==> src/rtl/countdown_pkg.sv <==
// countdown_pkg: shared types and default sizing for the lab timing counters.
// Holds the run-state enum and the count-select code used by countdown_loop.
package countdown_pkg;

  localparam int unsigned CD_WIDTH = 6;
  localparam int unsigned CD_MX    = 30;

  typedef enum logic {
    IDLE = 1'b0,
    RUN  = 1'b1
  } state_e;

  typedef enum logic [2:0] {
    SEL_HOLD = 3'd0,
    SEL_ZERO = 3'd1,
    SEL_MX   = 3'd2,
    SEL_DEC  = 3'd3,
    SEL_LOAD = 3'd4
  } sel_e;

endpackage

==> src/rtl/countdown_ctrl.sv <==
// countdown_ctrl: run/idle state, per-edge priority decode, tc and busy.
// Tells the datapath which next-count source to take each edge.
module countdown_ctrl
  import countdown_pkg::*;
(
  input  logic clk,
  input  logic rst,
  input  logic en,
  input  logic start,
  input  logic stop,
  input  logic loop,
  input  logic load,
  input  logic cnt_zero_i,
  input  logic cnt_one_i,
  output sel_e sel_o,
  output logic tc,
  output logic busy
);

  state_e state_q, state_d;
  logic   tc_q, tc_d;

  // Priority: rst > load > stop > start > count.
  always_comb begin
    state_d = state_q;
    sel_o   = SEL_HOLD;
    tc_d    = 1'b0;
    if (rst) begin
      state_d = IDLE;
      sel_o   = SEL_ZERO;
    end else if (load) begin
      sel_o   = SEL_LOAD;
    end else if (stop) begin
      state_d = IDLE;
    end else if (start) begin
      state_d = RUN;
      sel_o   = SEL_MX;
    end else if (state_q == RUN && en) begin
      if (cnt_one_i) begin
        sel_o = SEL_DEC;
        tc_d  = 1'b1;
        if (!loop) state_d = IDLE;
      end else if (cnt_zero_i) begin
        if (loop) sel_o = SEL_MX;
        else      state_d = IDLE;
      end else begin
        sel_o = SEL_DEC;
      end
    end
  end

  // State and terminal-count registers.
  always_ff @(posedge clk) begin
    if (rst) begin
      state_q <= IDLE;
      tc_q    <= 1'b0;
    end else begin
      state_q <= state_d;
      tc_q    <= tc_d;
    end
  end

  assign tc   = tc_q;
  assign busy = (state_q == RUN);

endmodule

==> src/rtl/countdown_loop.sv <==
// countdown_loop: MX-to-0 down-counter with loop/one-shot and tc pulse.
// Define COUNTDOWN_LOOP_CLAMP_EN to clamp load_val values above MX to MX.
module countdown_loop
  import countdown_pkg::*;
#(
  parameter int unsigned WIDTH = CD_WIDTH,
  parameter int unsigned MX    = CD_MX
) (
  input  logic             clk,
  input  logic             rst,
  input  logic             en,
  input  logic             start,
  input  logic             stop,
  input  logic             loop,
  input  logic             load,
  input  logic [WIDTH-1:0] load_val,
  output logic [WIDTH-1:0] count,
  output logic             tc,
  output logic             busy
);

  localparam logic [WIDTH-1:0] MX_V  = WIDTH'(MX);
  localparam logic [WIDTH-1:0] ONE_V = WIDTH'(1);

  logic [WIDTH-1:0] count_q, count_d;
  logic [WIDTH-1:0] load_v;
  sel_e             sel;

  countdown_ctrl u_ctrl (
    .clk        (clk),
    .rst        (rst),
    .en         (en),
    .start      (start),
    .stop       (stop),
    .loop       (loop),
    .load       (load),
    .cnt_zero_i (count_q == '0),
    .cnt_one_i  (count_q == ONE_V),
    .sel_o      (sel),
    .tc         (tc),
    .busy       (busy)
  );

  // Load value, optionally limited to the reload value.
`ifdef COUNTDOWN_LOOP_CLAMP_EN
  assign load_v = (load_val > MX_V) ? MX_V : load_val;
`else
  assign load_v = load_val;
`endif

  // Next-count mux driven by the controller's select.
  always_comb begin
    count_d = count_q;
    unique case (sel)
      SEL_ZERO: count_d = '0;
      SEL_MX:   count_d = MX_V;
      SEL_DEC:  count_d = count_q - ONE_V;
      SEL_LOAD: count_d = load_v;
      default:  count_d = count_q;
    endcase
  end

  // Count register; reset clears it via SEL_ZERO as well.
  always_ff @(posedge clk) begin
    if (rst) count_q <= '0;
    else     count_q <= count_d;
  end

  assign count = count_q;

endmodule

==> config.mk <==
export PLATFORM = sky130hd
export DESIGN_NAME = countdown_loop
export DESIGN_NICKNAME = d
export VERILOG_FILES = /design/src/rtl/countdown_pkg.sv /design/src/rtl/countdown_ctrl.sv /design/src/rtl/countdown_loop.sv
export SDC_FILE = /design/constraint.sdc
export NUM_CORES = 1
export LEC_CHECK = 0
export BUFFER_PORTS_ARGS = -buffer_cell sky130_fd_sc_hd__buf_4
export CORE_MARGIN = 8
export CORE_UTILIZATION = 42
export DETAILED_ROUTE_END_ITERATION = 6
export PLACE_DENSITY_LB_ADDON = 0.05
export SKIP_CTS_REPAIR_TIMING = 1
export SLEW_MARGIN = 20
export SYNTH_ARGS = -nofsm -noshare
export SYNTH_HDL_FRONTEND = slang
export SYNTH_SLANG_ARGS = --single-unit
==> constraint.sdc <==
create_clock -name clk -period 1.5 [get_ports clk]
set_input_delay 0.15 -clock clk [delete_from_list [all_inputs] [get_ports clk]]
set_output_delay 0.15 -clock clk [all_outputs]
set_load 0.1 [all_outputs]
== After elaboration in Yosys (flattened, before gate mapping) ==
Index checks and enable logic that the tools add are counted.

* Input bits: 13
* Word-level logic and storage cells: 34
* Output and inout port bits: 8
* Register bits after elaboration: 8

* Equality and inequality tests: 5
* Mux-type cells: 16
* $add $sub $neg: 1
* Reductions and logical operators: 7
* Bitwise gates (word level): 2

{| class="wikitable"
|+ Operator list
! kind !! count
|-
| case mux 6 bit (4 select lines) || 1
|-
| two-way mux 3 bit || 6
|-
| nonzero test 4 bit || 2
|-
| two-way mux 1 bit || 7
|-
| == test 3 x 2 -> 1 bit (second input constant) || 2
|-
| == test 6 x 1 -> 1 bit (second input constant) || 1
|-
| logical NOT 6 bit || 1
|-
| subtractor 6 x 1 -> 6 bit (second input constant) || 1
|-
| OR reduction 5 bit || 1
|-
| two-way mux 2 bit || 2
|-
| == test 3 x 1 -> 1 bit (second input constant) || 1
|-
| == test 3 bit (second input constant) || 1
|-
| AND reduction 3 bit || 1
|-
| nonzero test 3 bit || 1
|-
| inverter 1 bit || 2
|-
| logical AND 1 bit || 1
|}

== Logic depth before layout (Yosys ltp) ==
* Depth in word-level cells: 10
* Depth in mapped cells: 6
* Gate-level depth less buffers: 6

== Cells and area by module ==
From an unflattened synthesis, not the netlist that was laid out.

* Cells, all modules: 80
* Area total of the unflattened synthesis: 619.3 µm²

{| class="wikitable"
|+ Modules (own cells, without submodules)
! module !! seq. area each (µm²) !! times used !! cells each !! area each (µm²)
|-
| countdown_loop || 120.1 || 1 || 62 || 481.7
|-
| countdown_ctrl || 40.0 || 1 || 18 || 137.6
|}

== Worst setup path after synthesis ==
Ideal clock, no wire load.

* Kind: reg-to-reg
* Start: register count_q[0], in the netlist count[0]
* End: register count_q[5], in the netlist count[5]
* Arrival: 2336 ps
* Setup slack: -956 ps
* Required time: 1380 ps
* Library setup time: 120 ps
* Stages on the path, launching flop included: 7
* Period minus slack after synthesis: 2456 ps
* Buffers on the path: 0
* Cells stage by stage: dfxtp_1 -> inv_1 -> ha_1 -> nor4b_1 -> a211oi_1 -> nor2_1 -> a211o_1

* Word-level cells in the longest chain between the ends: 10
* Elaborated cells on any way between the ends: 16
* Classes of those cells: 1 x add/sub; 5 x eq/ne; 8 x mux; 2 x reduce/logical

{| class="wikitable"
|+ RTL lines
! what !! line !! text
|-
| start: declaration || countdown_loop.sv:25 || <nowiki>logic [WIDTH-1:0] count_q, count_d;</nowiki>
|-
| start signal: assignment || countdown_loop.sv:66 || <nowiki>else count_q <= count_d;</nowiki>
|-
| logical NOT 6 bit || countdown_loop.sv:37 || <nowiki>.cnt_zero_i (count_q == '0),</nowiki>
|-
| two-way mux 2 bit || countdown_ctrl.sv:43 || <nowiki>end else if (cnt_zero_i) begin</nowiki>
|-
| two-way mux 3 bit || countdown_ctrl.sv:39 || <nowiki>if (cnt_one_i) begin</nowiki>
|-
| two-way mux 3 bit || countdown_ctrl.sv:38 || <nowiki>end else if (state_q == RUN && en) begin</nowiki>
|-
| two-way mux 3 bit || countdown_ctrl.sv:35 || <nowiki>end else if (start) begin</nowiki>
|-
| two-way mux 3 bit || countdown_ctrl.sv:33 || <nowiki>end else if (stop) begin</nowiki>
|-
| two-way mux 3 bit || countdown_ctrl.sv:31 || <nowiki>end else if (load) begin</nowiki>
|-
| two-way mux 3 bit || countdown_ctrl.sv:28 || <nowiki>if (rst) begin</nowiki>
|-
| == test 3 bit (tied with other cells) || countdown_loop.sv:54 || <nowiki>unique case (sel)</nowiki>
|-
| case mux 6 bit (4 select lines) / nonzero test 4 bit (equally long branches) || -- ||
|}

Parallel ways exist; a longest one is shown, timed or not.
A chain may end at the register's enable or synchronous reset.

== Final worst setup path ==
* Start: register count_q[4], in the netlist count[4]
* End: register count_q[0], in the netlist count[0]

* Word-level cells in the longest chain between the ends: 10
* Elaborated cells on any way between the ends: 15
* Classes of those cells: 5 x eq/ne; 8 x mux; 2 x reduce/logical

{| class="wikitable"
|+ RTL lines
! what !! line
|-
| logical NOT 6 bit || countdown_loop.sv:37
|-
| two-way mux 2 bit || countdown_ctrl.sv:43
|-
| two-way mux 3 bit * || countdown_ctrl.sv:39
|-
| two-way mux 3 bit * || countdown_ctrl.sv:38
|-
| two-way mux 3 bit * || countdown_ctrl.sv:35
|-
| two-way mux 3 bit * || countdown_ctrl.sv:33
|-
| two-way mux 3 bit * || countdown_ctrl.sv:31
|-
| two-way mux 3 bit * || countdown_ctrl.sv:28
|-
| == test 3 bit (tied with other cells) || countdown_loop.sv:54
|-
| case mux 6 bit (4 select lines) / nonzero test 4 bit (equally long branches) || --
|}

Every way passes the cells marked *; elsewhere a longest branch is shown, timed or not.

==> impl_metrics.csv <==
group,metric,value,unit
run_status,status,"finished, violations left",
run_status,violations,"setup timing",
clock_network,clock_latency,260,ps
sta,period_share,107,%
detailed_routing,avgRoutedWirePerCell,15.8,um
sta,setup_viol,7,
run,cap_violations,0,
critical_path,worstPathCellList,"or4_4, o211ai_4, nor3b_2, a2111oi_1",
floorplanning,io_pins,21,
floorplanning,fp.dieH,52.7,um
hold_path,worstHoldPathType,"input port to flip-flop",
place,place_inst,110,
floorplanning,die_w,52.7,um
global_route,first_global_vias,669,
detailed_routing,ant_nets,0,
sta,layout_min_cycle_time,1600,ps
clock_network,clkTransAtPathRegs,60,ps
place,io_buffer_count,20,
critical_path,crit_path_start_kind,"flip-flop",
critical_path,worstPathArrival,1740,ps
logic_synthesis,netlist_area,566,um2
place,dp_hpwl,1380,um
detailed_routing,wl_met2,863,um
pwr,power,742,uW
global_route,grt_overflow,0,
pwr,power_density,805,nW/um2
detailed_routing,first_pass_iters,4,
critical_path,crit_type,"flip-flop to flip-flop",
detailed_routing,dr_total_vias,670,
clock_network,cts_root_buf,"clkbuf_4",
logic_synthesis,synth_seq_cells,8,
sta,finalHoldViolations,0,
sta,fmax,624,MHz
detailed_routing,routedLengthMet1,743,um
floorplanning,core,1280,um2
finish,mostFrequentLayoutCells,"31 x buf_4, 7 x nand2_1, 6 x dfxtp_4",
sta,relSlewSlack,73.1,%
pwr,p_leak,0.000391,uW
critical_path,crit_fanout,6,
detailed_routing,via_per_inst,5.88,
finish,nets,117,
critical_path,slowest_stage,"or4_4",
finish,final_layout_size_suffix_gt1_share,58.6,%
global_route,grt_pass1_wl,2770,um
global_route,grt.total_usage,13.1,%
sta,worstMarginPinSlew,403,ps
logic_synthesis,synth_cell_types,33,
finish,instances_no_fill,114,
logic_synthesis,syn-num-nets,82,
place,place_congestion,0.876,
detailed_routing,postRouteWirelength,1800,um
finish,fill_cells,96,
logic_synthesis,synth_seq_area_share,28.3,%
logic_synthesis,yosys_warnings,0,
detailed_routing,wl_met3,149,um
finish,num_antenna_cells,0,
floorplanning,initial_core_util,44.0,%
finish,final_common_cell,"buf_4",
clock_network,clock_path_buffers,2,
detailed_routing,top_layer_used,"met4",
sta,report.final.slew_viol_count,0,
global_route,antenna_found_initial,0,
clock_network,clock-sinks,8,
clock_network,numCtsBuffers,3,
logic_synthesis,async_reset_ff_share,0,%
place,dpl-instance-area,866,um2
detailed_routing,drc,0,
finish,final_area,922,um2
logic_synthesis,synth_cells,66,
sta,fin_worst_skew,0.530,ps
logic_synthesis,synth_edf_count,0,
floorplanning,rows,13,
sta,worst_slack,-102,ps
critical_path,crit_path_end_kind,"flip-flop",
logic_synthesis,syn_avg_cell_area,8.57,um2
logic_synthesis,yosys_most_used_dff,"dfxtp_1",
floorplanning,die-area,2780,um2
detailed_routing,drtIter0Drc,23,
clock_network,tritoncts,"yes",
sta,fin_setup_tns,-394,ps
critical_path,max_stage_delay,560,ps
critical_path,required,1640,ps
sta,rsz0062_at_grt,"yes",
clock_network,htree_levels,1,
finish,area_growth,63.1,%
pwr,irDropWorstVdd,0.527,mV
global_route,grt_max_degree,11,
-- worst max-delay path, delay by kind of cell, from the launching register on --
family             cells  cell delay, ps
and+or+nand+nor        2             770
AOI/OAI and AO/OA      2             370
DFF                    1             340
-- metrics by stage --
stage	utilization, %	setup WS (ps)	hold slack (ps)
finish	71.8	-102	74.4
CTS	69.1	-141	73.8
global route	71.8	-158	81.9
floorplan	-	-205	209
global placement	67.4	-129	332
detailed placement	67.4	-128	337
-- state kept, by name, indices dropped and copies added (netlist names) --
name and count:
u_ctrl.busy 1, count 6, u_ctrl.tc 1
-- cells in the mapped netlist (2+ instances only) --
master | number | area (um2)
nor4b_1 | 2 | 17.5
nor3b_1 | 2 | 15.0
o21ai_0 | 2 | 10.0
dfxtp_1 | 8 | 160
nor2b_1 | 2 | 12.5
ha_1 | 3 | 37.5
or2_2 | 2 | 12.5
or3_1 | 3 | 18.8
nand2_1 | 7 | 26.3
inv_1 | 6 | 22.5
nor2_1 | 4 | 15.0
a21oi_1 | 4 | 20.0
-- routing by layer --
layer | vias up | global-route usage, %
li1 | 324 | -
met1 | 308 | 14.6
met2 | 34 | 22.5
met3 | 4 | 3.98
met4 | 0 | 5.17
met5 | - | 0
-- cells by family (layout without fill, tap and decap cells) --
logic type / count (synthesis) / after routing / synth area share, %
compound gates: 19 / 19 / 29.4
fa+ha+maj: 3 / 3 / 6.64
buf+inv: 7 / 40 / 4.87
flops: 8 / 8 / 28.3
simple gates: 29 / 29 / 30.8
-- where the power goes --
part / switching (uW) / total [uW] / leakage [uW] / internal [uW]
logic: 200 / 330 / 0.000307 / 130
registers: 17.5 / 242 / 0.0000701 / 225
clock network: 78.2 / 170 / 0.0000138 / 91.9
-- final timing paths --
kind,from,end,slack (ps),cells past startpoint
hold reg to reg,u_ctrl.busy,u_ctrl.busy,520,2
setup / recovery,count[4],count[0],-100,4
setup reg to reg,count[4],count[0],-100,4
hold / removal,load_val[1],count[1],70,3
-- cell type report --
cell class | instances | area [um2] | share of cell area (%)
Clock buffer | 3 | 22.5 | 2.44
Sequential cell | 8 | 184 | 19.9
Tap cell | 15 | 18.8 | 2.04
Inverter | 6 | 25.0 | 2.71
Timing Repair Buffer | 31 | 233 | 25.2
Multi-Input combinational cell | 51 | 439 | 47.6
(Power assumes the default switching activity.)
